--- config.mk ---
export PLATFORM = sky130hd
export DESIGN_NAME = ldr_emulator_flat
export DESIGN_NICKNAME = d
export VERILOG_FILES = /design/src/rtl/ldr_emu_pkg.sv /design/src/rtl/ldr_emulator_if.sv /design/src/rtl/tick_prescaler.sv /design/src/rtl/ldr_emulator.sv /design/src/flat_wrapper.sv
export SDC_FILE = /design/constraint.sdc
export NUM_CORES = 1
export LEC_CHECK = 0
export CORE_UTILIZATION = 60
export CTS_BUF_LIST = sky130_fd_sc_hd__clkbuf_4 sky130_fd_sc_hd__clkbuf_8
export DETAILED_ROUTE_END_ITERATION = 10
export PLACE_DENSITY = 0.82
export SYNTH_ARGS = -nofsm -noshare
export SYNTH_HDL_FRONTEND = slang
export SYNTH_SLANG_ARGS = --single-unit
--- constraint.sdc ---
create_clock -name clk -period 3.3 [get_ports clk]
set_input_delay 0.66 -clock clk [delete_from_list [all_inputs] [get_ports clk]]
set_output_delay 0.66 -clock clk [all_outputs]
set_load 0.01 [all_outputs]
--- src/rtl/ldr_emu_pkg.sv ---
// Shared types and constants for the LDR emulator: FSM state encoding,
// mode codes and the saturating counter helper.
package ldr_emu_pkg;

    typedef enum logic [2:0] {
        ST_IDLE     = 3'd0,
        ST_DAY      = 3'd1,
        ST_NIGHT    = 3'd2,
        ST_BURST_HI = 3'd3,
        ST_BURST_LO = 3'd4
    } state_t;

    localparam logic [1:0] MODE_MANUAL = 2'd0;
    localparam logic [1:0] MODE_CYCLE  = 2'd1;
    localparam logic [1:0] MODE_BURST  = 2'd2;

    localparam logic [7:0] CYCLES_MAX = 8'd255;

    function automatic logic [7:0] sat_inc8(input logic [7:0] v);
        sat_inc8 = (v == CYCLES_MAX) ? v : v + 8'd1;
    endfunction

endpackage

--- src/rtl/ldr_emulator_if.sv ---
// Control/status bundle between a stimulus controller (master) and the
// LDR emulator (slave).
interface ldr_emulator_if;
    logic       en;
    logic [1:0] mode;
    logic       manual_level;
    logic       start;
    logic       stop;
    logic       ldr_out;
    logic       busy;
    logic       phase_pulse;
    logic [7:0] cycles;

    modport master (
        output en, mode, manual_level, start, stop,
        input  ldr_out, busy, phase_pulse, cycles
    );

    modport slave (
        input  en, mode, manual_level, start, stop,
        output ldr_out, busy, phase_pulse, cycles
    );
endinterface

--- src/rtl/tick_prescaler.sv ---
// Divides clk down to a one-cycle tick every TICK_DIV enabled cycles;
// holds its count while en=0 and restarts from zero on clr.
module tick_prescaler #(
    parameter int TICK_DIV = 50
) (
    input  logic clk,
    input  logic rst,
    input  logic en,
    input  logic clr,
    output logic tick
);
    localparam int CW = (TICK_DIV > 1) ? $clog2(TICK_DIV) : 1;
    localparam logic [CW-1:0] LAST = CW'(TICK_DIV - 1);

    if (TICK_DIV < 1) begin : g_bad_div
        $error("tick_prescaler: TICK_DIV must be >= 1");
    end

    logic [CW-1:0] count_r;

    // Free-running divider, frozen while disabled
    always_ff @(posedge clk or posedge rst) begin
        if (rst) begin
            count_r <= {CW{1'b0}};
        end else if (clr) begin
            count_r <= {CW{1'b0}};
        end else if (en) begin
            if (count_r == LAST) begin
                count_r <= {CW{1'b0}};
            end else begin
                count_r <= count_r + CW'(1);
            end
        end
    end

    assign tick = en && (count_r == LAST);
endmodule

--- src/rtl/ldr_emulator.sv ---
// Programmable light-level source: manual level, continuous day/night
// cycle, or a finite burst of fast toggles, timed in prescaled ticks.
module ldr_emulator
    import ldr_emu_pkg::*;
#(
    parameter int TICK_DIV    = 50,
    parameter int CNT_W       = 16,
    parameter int DAY_LEN     = 1000,
    parameter int NIGHT_LEN   = 1000,
    parameter int BURST_LEN   = 2,
    parameter int BURST_COUNT = 4
) (
    input logic           clk,
    input logic           rst,
    ldr_emulator_if.slave bus
);
    localparam int PAIR_W = (BURST_COUNT > 1) ? $clog2(BURST_COUNT + 1) : 1;
    localparam logic [CNT_W-1:0]  DAY_LAST   = CNT_W'(DAY_LEN - 1);
    localparam logic [CNT_W-1:0]  NIGHT_LAST = CNT_W'(NIGHT_LEN - 1);
    localparam logic [CNT_W-1:0]  BURST_LAST = CNT_W'(BURST_LEN - 1);
    localparam logic [PAIR_W-1:0] PAIR_LAST  = PAIR_W'(BURST_COUNT - 1);

    if (DAY_LEN < 1 || DAY_LEN > (2**CNT_W) - 1) begin : g_bad_day
        $error("ldr_emulator: DAY_LEN out of range");
    end
    if (NIGHT_LEN < 1 || NIGHT_LEN > (2**CNT_W) - 1) begin : g_bad_night
        $error("ldr_emulator: NIGHT_LEN out of range");
    end
    if (BURST_LEN < 1 || BURST_LEN > (2**CNT_W) - 1) begin : g_bad_burst
        $error("ldr_emulator: BURST_LEN out of range");
    end
    if (BURST_COUNT < 1) begin : g_bad_count
        $error("ldr_emulator: BURST_COUNT must be >= 1");
    end

    state_t            state_r;
    logic [CNT_W-1:0]  phase_cnt_r;
    logic [PAIR_W-1:0] pair_cnt_r;
    logic              ldr_out_r;
    logic              busy_r;
    logic              phase_pulse_r;
    logic [7:0]        cycles_r;
    logic              tick_s;
    logic              start_ok_s;
    logic [CNT_W-1:0]  phase_last_s;

    // Start is honoured only from IDLE, with a runnable mode and no stop
    assign start_ok_s = bus.en && bus.start && !bus.stop && (state_r == ST_IDLE) &&
                        ((bus.mode == MODE_CYCLE) || (bus.mode == MODE_BURST));

    tick_prescaler #(.TICK_DIV(TICK_DIV)) u_prescaler (
        .clk  (clk),
        .rst  (rst),
        .en   (bus.en),
        .clr  (start_ok_s),
        .tick (tick_s)
    );

    // Terminal tick count of the phase currently being timed
    always_comb begin
        phase_last_s = {CNT_W{1'b0}};
        case (state_r)
            ST_DAY:      phase_last_s = DAY_LAST;
            ST_NIGHT:    phase_last_s = NIGHT_LAST;
            ST_BURST_HI: phase_last_s = BURST_LAST;
            ST_BURST_LO: phase_last_s = BURST_LAST;
            default:     phase_last_s = {CNT_W{1'b0}};
        endcase
    end

    // Phase sequencer; with en=0 everything holds and only the pulse drops
    always_ff @(posedge clk or posedge rst) begin
        if (rst) begin
            state_r       <= ST_IDLE;
            phase_cnt_r   <= {CNT_W{1'b0}};
            pair_cnt_r    <= {PAIR_W{1'b0}};
            ldr_out_r     <= 1'b0;
            busy_r        <= 1'b0;
            phase_pulse_r <= 1'b0;
            cycles_r      <= 8'd0;
        end else if (!bus.en) begin
            phase_pulse_r <= 1'b0;
        end else begin
            phase_pulse_r <= 1'b0;
            if (state_r == ST_IDLE) begin
                ldr_out_r   <= bus.manual_level;
                phase_cnt_r <= {CNT_W{1'b0}};
                if (start_ok_s) begin
                    busy_r    <= 1'b1;
                    ldr_out_r <= 1'b1;
                    if (bus.mode == MODE_CYCLE) begin
                        state_r  <= ST_DAY;
                        cycles_r <= 8'd0;
                    end else begin
                        state_r    <= ST_BURST_HI;
                        pair_cnt_r <= {PAIR_W{1'b0}};
                    end
                end
            end else if (bus.stop) begin
                state_r     <= ST_IDLE;
                busy_r      <= 1'b0;
                ldr_out_r   <= bus.manual_level;
                phase_cnt_r <= {CNT_W{1'b0}};
                pair_cnt_r  <= {PAIR_W{1'b0}};
            end else if (tick_s) begin
                if (phase_cnt_r != phase_last_s) begin
                    phase_cnt_r <= phase_cnt_r + CNT_W'(1);
                end else begin
                    phase_cnt_r   <= {CNT_W{1'b0}};
                    phase_pulse_r <= 1'b1;
                    case (state_r)
                        ST_DAY: begin
                            state_r   <= ST_NIGHT;
                            ldr_out_r <= 1'b0;
                        end
                        ST_NIGHT: begin
                            state_r   <= ST_DAY;
                            ldr_out_r <= 1'b1;
                            cycles_r  <= sat_inc8(cycles_r);
                        end
                        ST_BURST_HI: begin
                            state_r   <= ST_BURST_LO;
                            ldr_out_r <= 1'b0;
                        end
                        ST_BURST_LO: begin
                            if (pair_cnt_r == PAIR_LAST) begin
                                state_r    <= ST_IDLE;
                                busy_r     <= 1'b0;
                                ldr_out_r  <= bus.manual_level;
                                pair_cnt_r <= {PAIR_W{1'b0}};
                            end else begin
                                state_r    <= ST_BURST_HI;
                                ldr_out_r  <= 1'b1;
                                pair_cnt_r <= pair_cnt_r + PAIR_W'(1);
                            end
                        end
                        default: begin
                            state_r       <= ST_IDLE;
                            busy_r        <= 1'b0;
                            ldr_out_r     <= bus.manual_level;
                            phase_pulse_r <= 1'b0;
                        end
                    endcase
                end
            end
        end
    end

    assign bus.ldr_out     = ldr_out_r;
    assign bus.busy        = busy_r;
    assign bus.phase_pulse = phase_pulse_r;
    assign bus.cycles      = cycles_r;
endmodule

--- src/flat_wrapper.sv ---
// flat-port wrapper written by rule: the top's interface ports become plain ports
module ldr_emulator_flat import ldr_emu_pkg::*;
#(
    parameter int TICK_DIV    = 50,
    parameter int CNT_W       = 16,
    parameter int DAY_LEN     = 1000,
    parameter int NIGHT_LEN   = 1000,
    parameter int BURST_LEN   = 2,
    parameter int BURST_COUNT = 4
)
  (clk, rst, bus_en, bus_mode, bus_manual_level, bus_start, bus_stop, bus_ldr_out, bus_busy, bus_phase_pulse, bus_cycles);
  ldr_emulator_if bus_i ();
  input logic clk;
  input logic rst;
  input wire logic [$bits(bus_i.en)-1:0] bus_en;
  input wire logic [$bits(bus_i.mode)-1:0] bus_mode;
  input wire logic [$bits(bus_i.manual_level)-1:0] bus_manual_level;
  input wire logic [$bits(bus_i.start)-1:0] bus_start;
  input wire logic [$bits(bus_i.stop)-1:0] bus_stop;
  output wire logic [$bits(bus_i.ldr_out)-1:0] bus_ldr_out;
  output wire logic [$bits(bus_i.busy)-1:0] bus_busy;
  output wire logic [$bits(bus_i.phase_pulse)-1:0] bus_phase_pulse;
  output wire logic [$bits(bus_i.cycles)-1:0] bus_cycles;
  assign bus_i.en = bus_en;
  assign bus_i.mode = bus_mode;
  assign bus_i.manual_level = bus_manual_level;
  assign bus_i.start = bus_start;
  assign bus_i.stop = bus_stop;
  assign bus_ldr_out = bus_i.ldr_out;
  assign bus_busy = bus_i.busy;
  assign bus_phase_pulse = bus_i.phase_pulse;
  assign bus_cycles = bus_i.cycles;
  ldr_emulator #(.TICK_DIV(TICK_DIV), .CNT_W(CNT_W), .DAY_LEN(DAY_LEN), .NIGHT_LEN(NIGHT_LEN), .BURST_LEN(BURST_LEN), .BURST_COUNT(BURST_COUNT)) u_core (.clk(clk), .rst(rst), .bus(bus_i));
endmodule
==> results of run 1 <==
[report_power, final]
group          internal (uW)  leakage, uW  total, uW  switching [uW]
clock                    190    0.0000505        359             169
combinational            239     0.000565        556             318
sequential               551     0.000520        639            88.7
[cell usage in the layout, fill, tap and decap left out, types with 3 or more instances in the layout]
cell type        instances
xnor2_1                  7
clkdlybuf4s50_1         18
a21oi_1                  7
clkbuf_8                 7
o211ai_1                 7
nor3b_1                  3
buf_4                    8
nand2_1                 21
nand2b_1                 4
xor2_1                   8
nor3_1                   6
ha_1                     6
dfrtp_1                 39
inv_1                   10
and3_1                   6
o21ai_1                  3
mux2_2                   4
nor4_1                   8
o21ai_0                 14
nand4_1                  9
nand3_1                 25
or4_1                    5
nor2_1                  29
a31oi_1                  5
o21a_1                   4
[cell families (layout without fill, tap and decap cells)]
family | after synthesis | count (layout) | synth area share [%]
XOR/XNOR | 15 | 15 | 5.60
buffers and inverters | 24 | 44 | 4.32
AO/OA/AOI/OAI | 55 | 55 | 15.1
adder cells (fa/ha/maj) | 6 | 6 | 3.20
flip-flops | 39 | 39 | 41.6
multiplexers | 4 | 4 | 1.92
AND/OR/NAND/NOR | 128 | 128 | 28.3
[registers in the layout, summed over array words and instances (netlist names)]
signal and cells:
u_core.bus.busy 1, u_core.bus.cycles 8, u_core.bus.ldr_out 1, u_core.bus.phase_pulse 1, u_core.pair_cnt_r 3, u_core.phase_cnt_r 16, u_core.state_r 3, u_core.u_prescaler.count_r 6
[stage by stage]
stage | cell area, sq um | setup slack, ns | instances | hold WS [ns] | total power [uW]
floorplan | 2350 | 0.799 | 271 | 0.449 | 1040
global placement | 2580 | 0.305 | 331 | 0.464 | 1180
detailed placement | 2580 | 0.232 | 331 | 0.474 | 1190
CTS | 2690 | 0.522 | 339 | 0.492 | 1560
global route | 2690 | 0.337 | 339 | 0.517 | 1660
finish | 2690 | 0.510 | 339 | 0.486 | 1560
[worst max-delay path by stage]
stage / from / end / slack [ns] / depth (start not counted)
after floorplan: bus_en / u_core.bus.cycles[7] / 0.80 / 7
after global placement: bus_en / u_core.bus.cycles[3] / 0.31 / 7
after detailed placement: bus_en / u_core.bus.cycles[7] / 0.23 / 7
after CTS: u_core.state_r[0] / u_core.bus.cycles[7] / 0.52 / 6
after global routing: bus_en / u_core.bus.cycles[3] / 0.34 / 6
final: u_core.state_r[0] / u_core.bus.cycles[3] / 0.51 / 6
[cell type report]
cell class | instances | area [sq um]
well taps | 48 | 60.1
clock inverters | 1 | 7.51
fillers | 290 | 1030
multi-input cells | 208 | 1270
flip-flops and latches | 39 | 976
clock buffers | 7 | 96.3
inverters | 10 | 37.5
repair buffers | 26 | 240
[layer usage]
metal | share of wire, % | vias up | wire length (um)
met5 | 0 | - | 0
met4 | 1.8 | 0 | 89
met3 | 5.5 | 11 | 270
met2 | 47 | 79 | 2320
met1 | 46 | 972 | 2270
li1 | - | 1027 | -
[Yosys cell counts (all sizes together), types with 4 or more instances]
| cell type | count |
|---|---|
| dfrtp | 39 |
| nor2 | 29 |
| nand3 | 25 |
| nand2 | 21 |
| o21ai | 17 |
| inv | 10 |
| clkbuf | 9 |
| nand4 | 9 |
| nor4 | 8 |
| xor2 | 8 |
| a21oi | 7 |
| o211ai | 7 |
| xnor2 | 7 |
| and3 | 6 |
| ha | 6 |
| nor3 | 6 |
| a31oi | 5 |
| buf | 5 |
| or4 | 5 |
| mux2 | 4 |
| nand2b | 4 |
| o21a | 4 |
==> summary.md, run 1 <==
| Metric | Value |
|---|---|
| Static Leak | `0.00113 uW` |
| Clock root buffer | `clkbuf_8` |
| CP top delay family | `simple AND/OR/NAND/NOR gates` |
| Chip Width | `64.5 um` |
| Detail Route Antenna Nets | `0` |
| CTS tree | `built` |
| Routed vias | `2089` |
| Cell taking the most area after synthesis | `dfrtp_1` |
| Clk buf depth | `2` |
| Worst r2r path cells | `6` |
| WL final | `4.95 mm` |
| Relative slew slack | `45.9%` |
| Post-CTS resize count | `0` |
| I/O Buffers | `18` |
| Crit path buf inv count | `0` |
| TritonCTS buffer count | `5` |
| Initial drt markers | `198` |
| Top-area cell type share of the netlist area | `41.6%` |
| Library cells used by synthesis | `46` |
| GP Congestion | `0.892` |
| Synthesis-stage register bit count | `39` |
| Cell Area, Synth | `0.00235 sq mm` |
| Worst-Skew Late Latency | `0.30 ns` |
| Global-route wire length before repair | `8.63 mm` |
| Met2 Track Usage GR | `42.4%` |
| Nets@finish | `304` |
| Maxcap violations | `0` |
| # setup viols final | `0` |
| Top cells by area, synth | `dfrtp_1 (42%), nand3_1 (5.3%), nor2_1 (4.6%)` |
| Startpoint types | `flop` |
| Worst reg2reg path startpoint | `u_core.state_r[0]` |
| Post-synth ARST share | `100%` |
| GRT busiest layer | `met2` |
| Share of cells above drive strength 1 | `7.90%` |
| Tot GR Track Use | `26.8%` |
| Largest net degree at the start of global routing | `40` |
| Setup crit end kind | `flop` |
| Cell mode on critical path | `or4_1` |
| Initial Util | `63.2%` |
| R2r setup slk | `0.51 ns` |
| Most used DFF post-synth | `dfrtp_1` |
| Crit-path max cell delay | `0.76 ns` |
| DP HPWL | `3.52 mm` |
| P&R area growth vs syn | `14.5%` |
| Clk_skew | `0.00419 ns` |
| Worst vdd ir | `472 uV` |
| GR Util met1 | `36.7%` |
| CP max FO | `15` |
| Clock slew at reported path FFs | `0.07 ns` |
| Endpoints failing hold | `0` |
| CTS H-tree lvls | `2` |
| Worst-margin pin slew | `0.805 ns` |
| Hold_buf cts | `0` |
| First-pass DRT Iterations | `4` |
| Max Freq | `0.358 GHz` |
| Vias in the first global route | `1908` |
| Fin crit period | `2.79 ns` |
| Syn avg cell area | `8.66 sq um` |
| RSZ-0062 raised after global routing | `false` |
| Hold Crit Class | `flop to flop` |
| Rows | `22` |
| Crit path cell chain | `or3_4 -> nand3b_1 -> a31oi_1 -> or4_1 -> or4_1 -> nand3_1` |
| Pins Over Slew Limit | `0` |
| Postcts setup bufs | `0` |
| Slowest CP cell | `or4_1` |
| Ant diodes | `0` |
| Total Neg Setup Slack | `0 ns` |
| GRT Residual Overflow | `0` |
| Syn Inst Count | `271` |
| DRC Markers | `0` |
| Min-Delay Path Depth | `1` |
| Clk sinks | `39` |
| Total number of yosys warnings | `0` |
| Via/cell ratio | `6.16` |
| Mean routed wirelength per cell | `14.6 um` |
| Core box area | `0.00372 sq mm` |
| WS Path Type | `flop to flop` |
| Req. time, crit path | `3.54 ns` |
| Die area | `0.00417 sq mm` |
| HP Start | `u_core.pair_cnt_r[2]` |
| Util after Layout | `72.3%` |
| Syn Nets | `285` |
| Initial antenna violation count | `0` |
| Hold EP | `u_core.pair_cnt_r[2]` |
| Final worst-path cycle share | `84.5%` |
| Met3 usage | `4.93%` |
| Worst Path Arrival | `3.03 ns` |
| Post-synth EDFFs | `0` |
| Pwr Density | `579 mW/mm^2` |
| RR Endpoint | `u_core.bus.cycles[3]` |
| Sequential fraction of the synthesis area | `41.6%` |
| I/O Pins | `19` |
| Status | `finished clean` |
| Die Y | `64.5 um` |
(Power assumes the default switching activity.)
==> run 2, diff against run 1 <==
- clock period: 3.3 -> 2.8 ns (I/O delays scaled with it)
==> summary.md, run 2 (same netlist as run 1, synthesis figures left out) <==
| Metric | Value |
|---|---|
| Die area | `0.00417 sq mm (unchanged)` |
| Worst Path Arrival | `2.73 ns (-0.30 ns)` |
| Largest net degree at the start of global routing | `40 (unchanged)` |
| Maxcap violations | `0 (unchanged)` |
| Max reg flops | `16 (unchanged)` |
| Worst r2r path cells | `6 (unchanged)` |
| Initial antenna violation count | `0 (unchanged)` |
| Detail Route Antenna Nets | `0 (unchanged)` |
| GRT Residual Overflow | `0 (unchanged)` |
| Worst setup margin | `0.312 ns (-0.198 ns)` |
| Via/cell ratio | `6.14 (-0.43%)` |
| Share of cells above drive strength 1 | `10.4% (+2.5 points)` |
| Commonest cells after routing, fill and taps aside | `dfrtp_1 (39), nor2_1 (29), nand3_1 (25), nand2_1 (21), clkdlybuf4s50_1 (18)` |
| Clock slew at reported path FFs | `0.08 ns (about the same)` |
| Die Y | `64.5 um (unchanged)` |
| Global-route wire length before repair | `9.00 mm (+4.4%)` |
| Nets@finish | `312 (+2.6%)` |
| DRC Markers | `0 (unchanged)` |
| Slowest CP cell | `or4_1` |
| Endpoints failing hold | `0 (unchanged)` |
| Tot GR Track Use | `27.9% (+1.1 points)` |
| Mean routed wirelength per cell | `15.1 um (+3.3%)` |
| Cell mode on critical path | `or4_1` |
| Sequential cell area | `976 sq um (unchanged)` |
| Pre-CTS setup slack | `0.00527 ns (-0.227 ns)` |
| Pwr Density | `702 mW/mm^2 (+21%)` |
| CP max FO | `9 (-6)` |
| Worst vdd ir | `441 uV (-6.6%)` |
| Area of the multi-input gates | `0.00127 sq mm (unchanged)` |
| Initial Util | `63.2% (unchanged)` |
| Crit path cell chain | `or3_4 -> nand3b_1 -> a31oi_1 -> or4_1 -> or4_1 -> nand3_1` |
| TritonCTS buffer count | `5 (unchanged)` |
| Clock root buffer | `clkbuf_8` |
| CTS tree | `built` |
| Postcts setup bufs | `0 (unchanged)` |
| Min-Delay Path Depth | `1 (unchanged)` |
| Chip Width | `64.5 um (unchanged)` |
| Ant diodes | `0 (unchanged)` |
| WL final | `5.23 mm (+5.7%)` |
| Hold Crit Class | `flop to flop` |
| Fin crit period | `2.49 ns (-0.302 ns)` |
| I/O Pins | `19 (unchanged)` |
| CTS H-tree lvls | `2 (unchanged)` |
| Clk sinks | `39 (unchanged)` |
| P&R area growth vs syn | `17.6%` |
| # setup viols final | `0 (unchanged)` |
| I/O Buffers | `18 (unchanged)` |
| R2r setup slk | `0.31 ns (-0.20 ns)` |
| Routed vias | `2129 (+1.9%)` |
| Max Freq | `0.402 GHz (+12%)` |
| Req. time, crit path | `3.04 ns (-0.50 ns)` |
| Worst-Skew Late Latency | `0.30 ns (about the same)` |
| Worst-margin pin slew | `0.585 ns (-0.220 ns)` |
| Hold_buf cts | `0 (unchanged)` |
| Commonest non-fill, non-tap cell in the layout | `dfrtp_1` |
| Static Leak | `0.00118 uW (+4.2%)` |
| Status | `finished clean` |
| Pins Over Slew Limit | `0 (unchanged)` |
| Clk_skew | `0.00896 ns (+0.00477 ns)` |
| WS Path Type | `flop to flop` |
| Relative slew slack | `60.8% (+15 points)` |
| Rows | `22 (unchanged)` |
| GP Congestion | `0.875 (-1.9%)` |
| Most flop-heavy register | `u_core.phase_cnt_r` |
| Vias in the first global route | `1983 (+3.9%)` |
| RSZ-0062 raised after global routing | `false` |
| Post-CTS resize count | `0 (unchanged)` |
| Total Neg Setup Slack | `0 ns (unchanged)` |
| Setup crit end kind | `flop` |
| Initial drt markers | `227 (+15%)` |
| Fillers | `297 (+2.4%)` |
| Core box area | `0.00372 sq mm (unchanged)` |
| Clk buf depth | `2 (unchanged)` |
| Crit-path max cell delay | `0.70 ns (-0.06 ns)` |
| Startpoint types | `flop` |
| First-pass DRT Iterations | `4 (unchanged)` |
| DP HPWL | `3.72 mm (+5.5%)` |
| Final worst-path cycle share | `88.9% (+4.3 points)` |
-- run 2: cell count changes in the layout (fill, tap and decap cells not counted) --
cell        before  now
buf_4            8   16
bufinv_16        0    1
clkbuf_8         7    6
clkinv_2         0    1
clkinvlp_4       1    0
-- run 2: final timing paths --
path,startpoint,end
min in group asynchronous,rst,u_core.bus.phase_pulse
worst max-delay path,u_core.state_r[2],u_core.bus.cycles[7]
max in group asynchronous,rst,u_core.u_prescaler.count_r[1]
worst min register to register,u_core.pair_cnt_r[2],u_core.pair_cnt_r[2]
worst min-delay path,u_core.pair_cnt_r[2],u_core.pair_cnt_r[2]
worst max register to register,u_core.state_r[2],u_core.bus.cycles[7]
-- run 2: final cells by class --
cell class | count | area share, %
sequential | 39 | 35.3
clock inverter | 2 | 1.27
clock buffer | 6 | 2.99
timing repair buffer | 34 | 10.9
multi-input combinational | 208 | 46.0
inverter | 10 | 1.36
tap | 48 | 2.17
-- run 2: metal layers --
layer | part of all wire, % | global-route usage (%) | wire length, um | up-vias
li1 | - | - | - | 1037
met1 | 46 | 38.3 | 2390 | 1020
met2 | 48 | 43.8 | 2510 | 62
met3 | 5.0 | 5.81 | 263 | 10
met4 | 1.3 | 9.44 | 69 | 0
met5 | 0 | 0 | 0 | -
-- run 2: through the flow --
| step | total power (uW) | hold WS, ns | utilization (%) | area (sq um) | std cells |
|---|---|---|---|---|---|
| after global placement | 1430 | 0.464 | 71.1 | 2640 | 339 |
| final | 1940 | 0.478 | 74.3 | 2760 | 347 |
| after global routing | 2060 | 0.495 | 74.3 | 2760 | 347 |
| after detailed placement | 1450 | 0.467 | 71.1 | 2640 | 339 |
| after CTS | 1930 | 0.483 | 74.3 | 2760 | 347 |
| after floorplan | 1230 | 0.449 | - | 2350 | 271 |
-- run 2: worst max-delay path: cells and delay by family (launching register included) --
family / cells / cell delay (ns)
AO/OA/AOI/OAI: 1 / 0.17
flip-flops: 1 / 0.46
AND/OR/NAND/NOR: 5 / 1.79
-- run 2: power by group --
group | total (uW) | internal (uW) | switching (uW)
Combinational | 713 | 314 | 399
Clock | 486 | 288 | 198
Sequential | 740 | 650 | 90.6
Total | 1940 | 1250 | 687
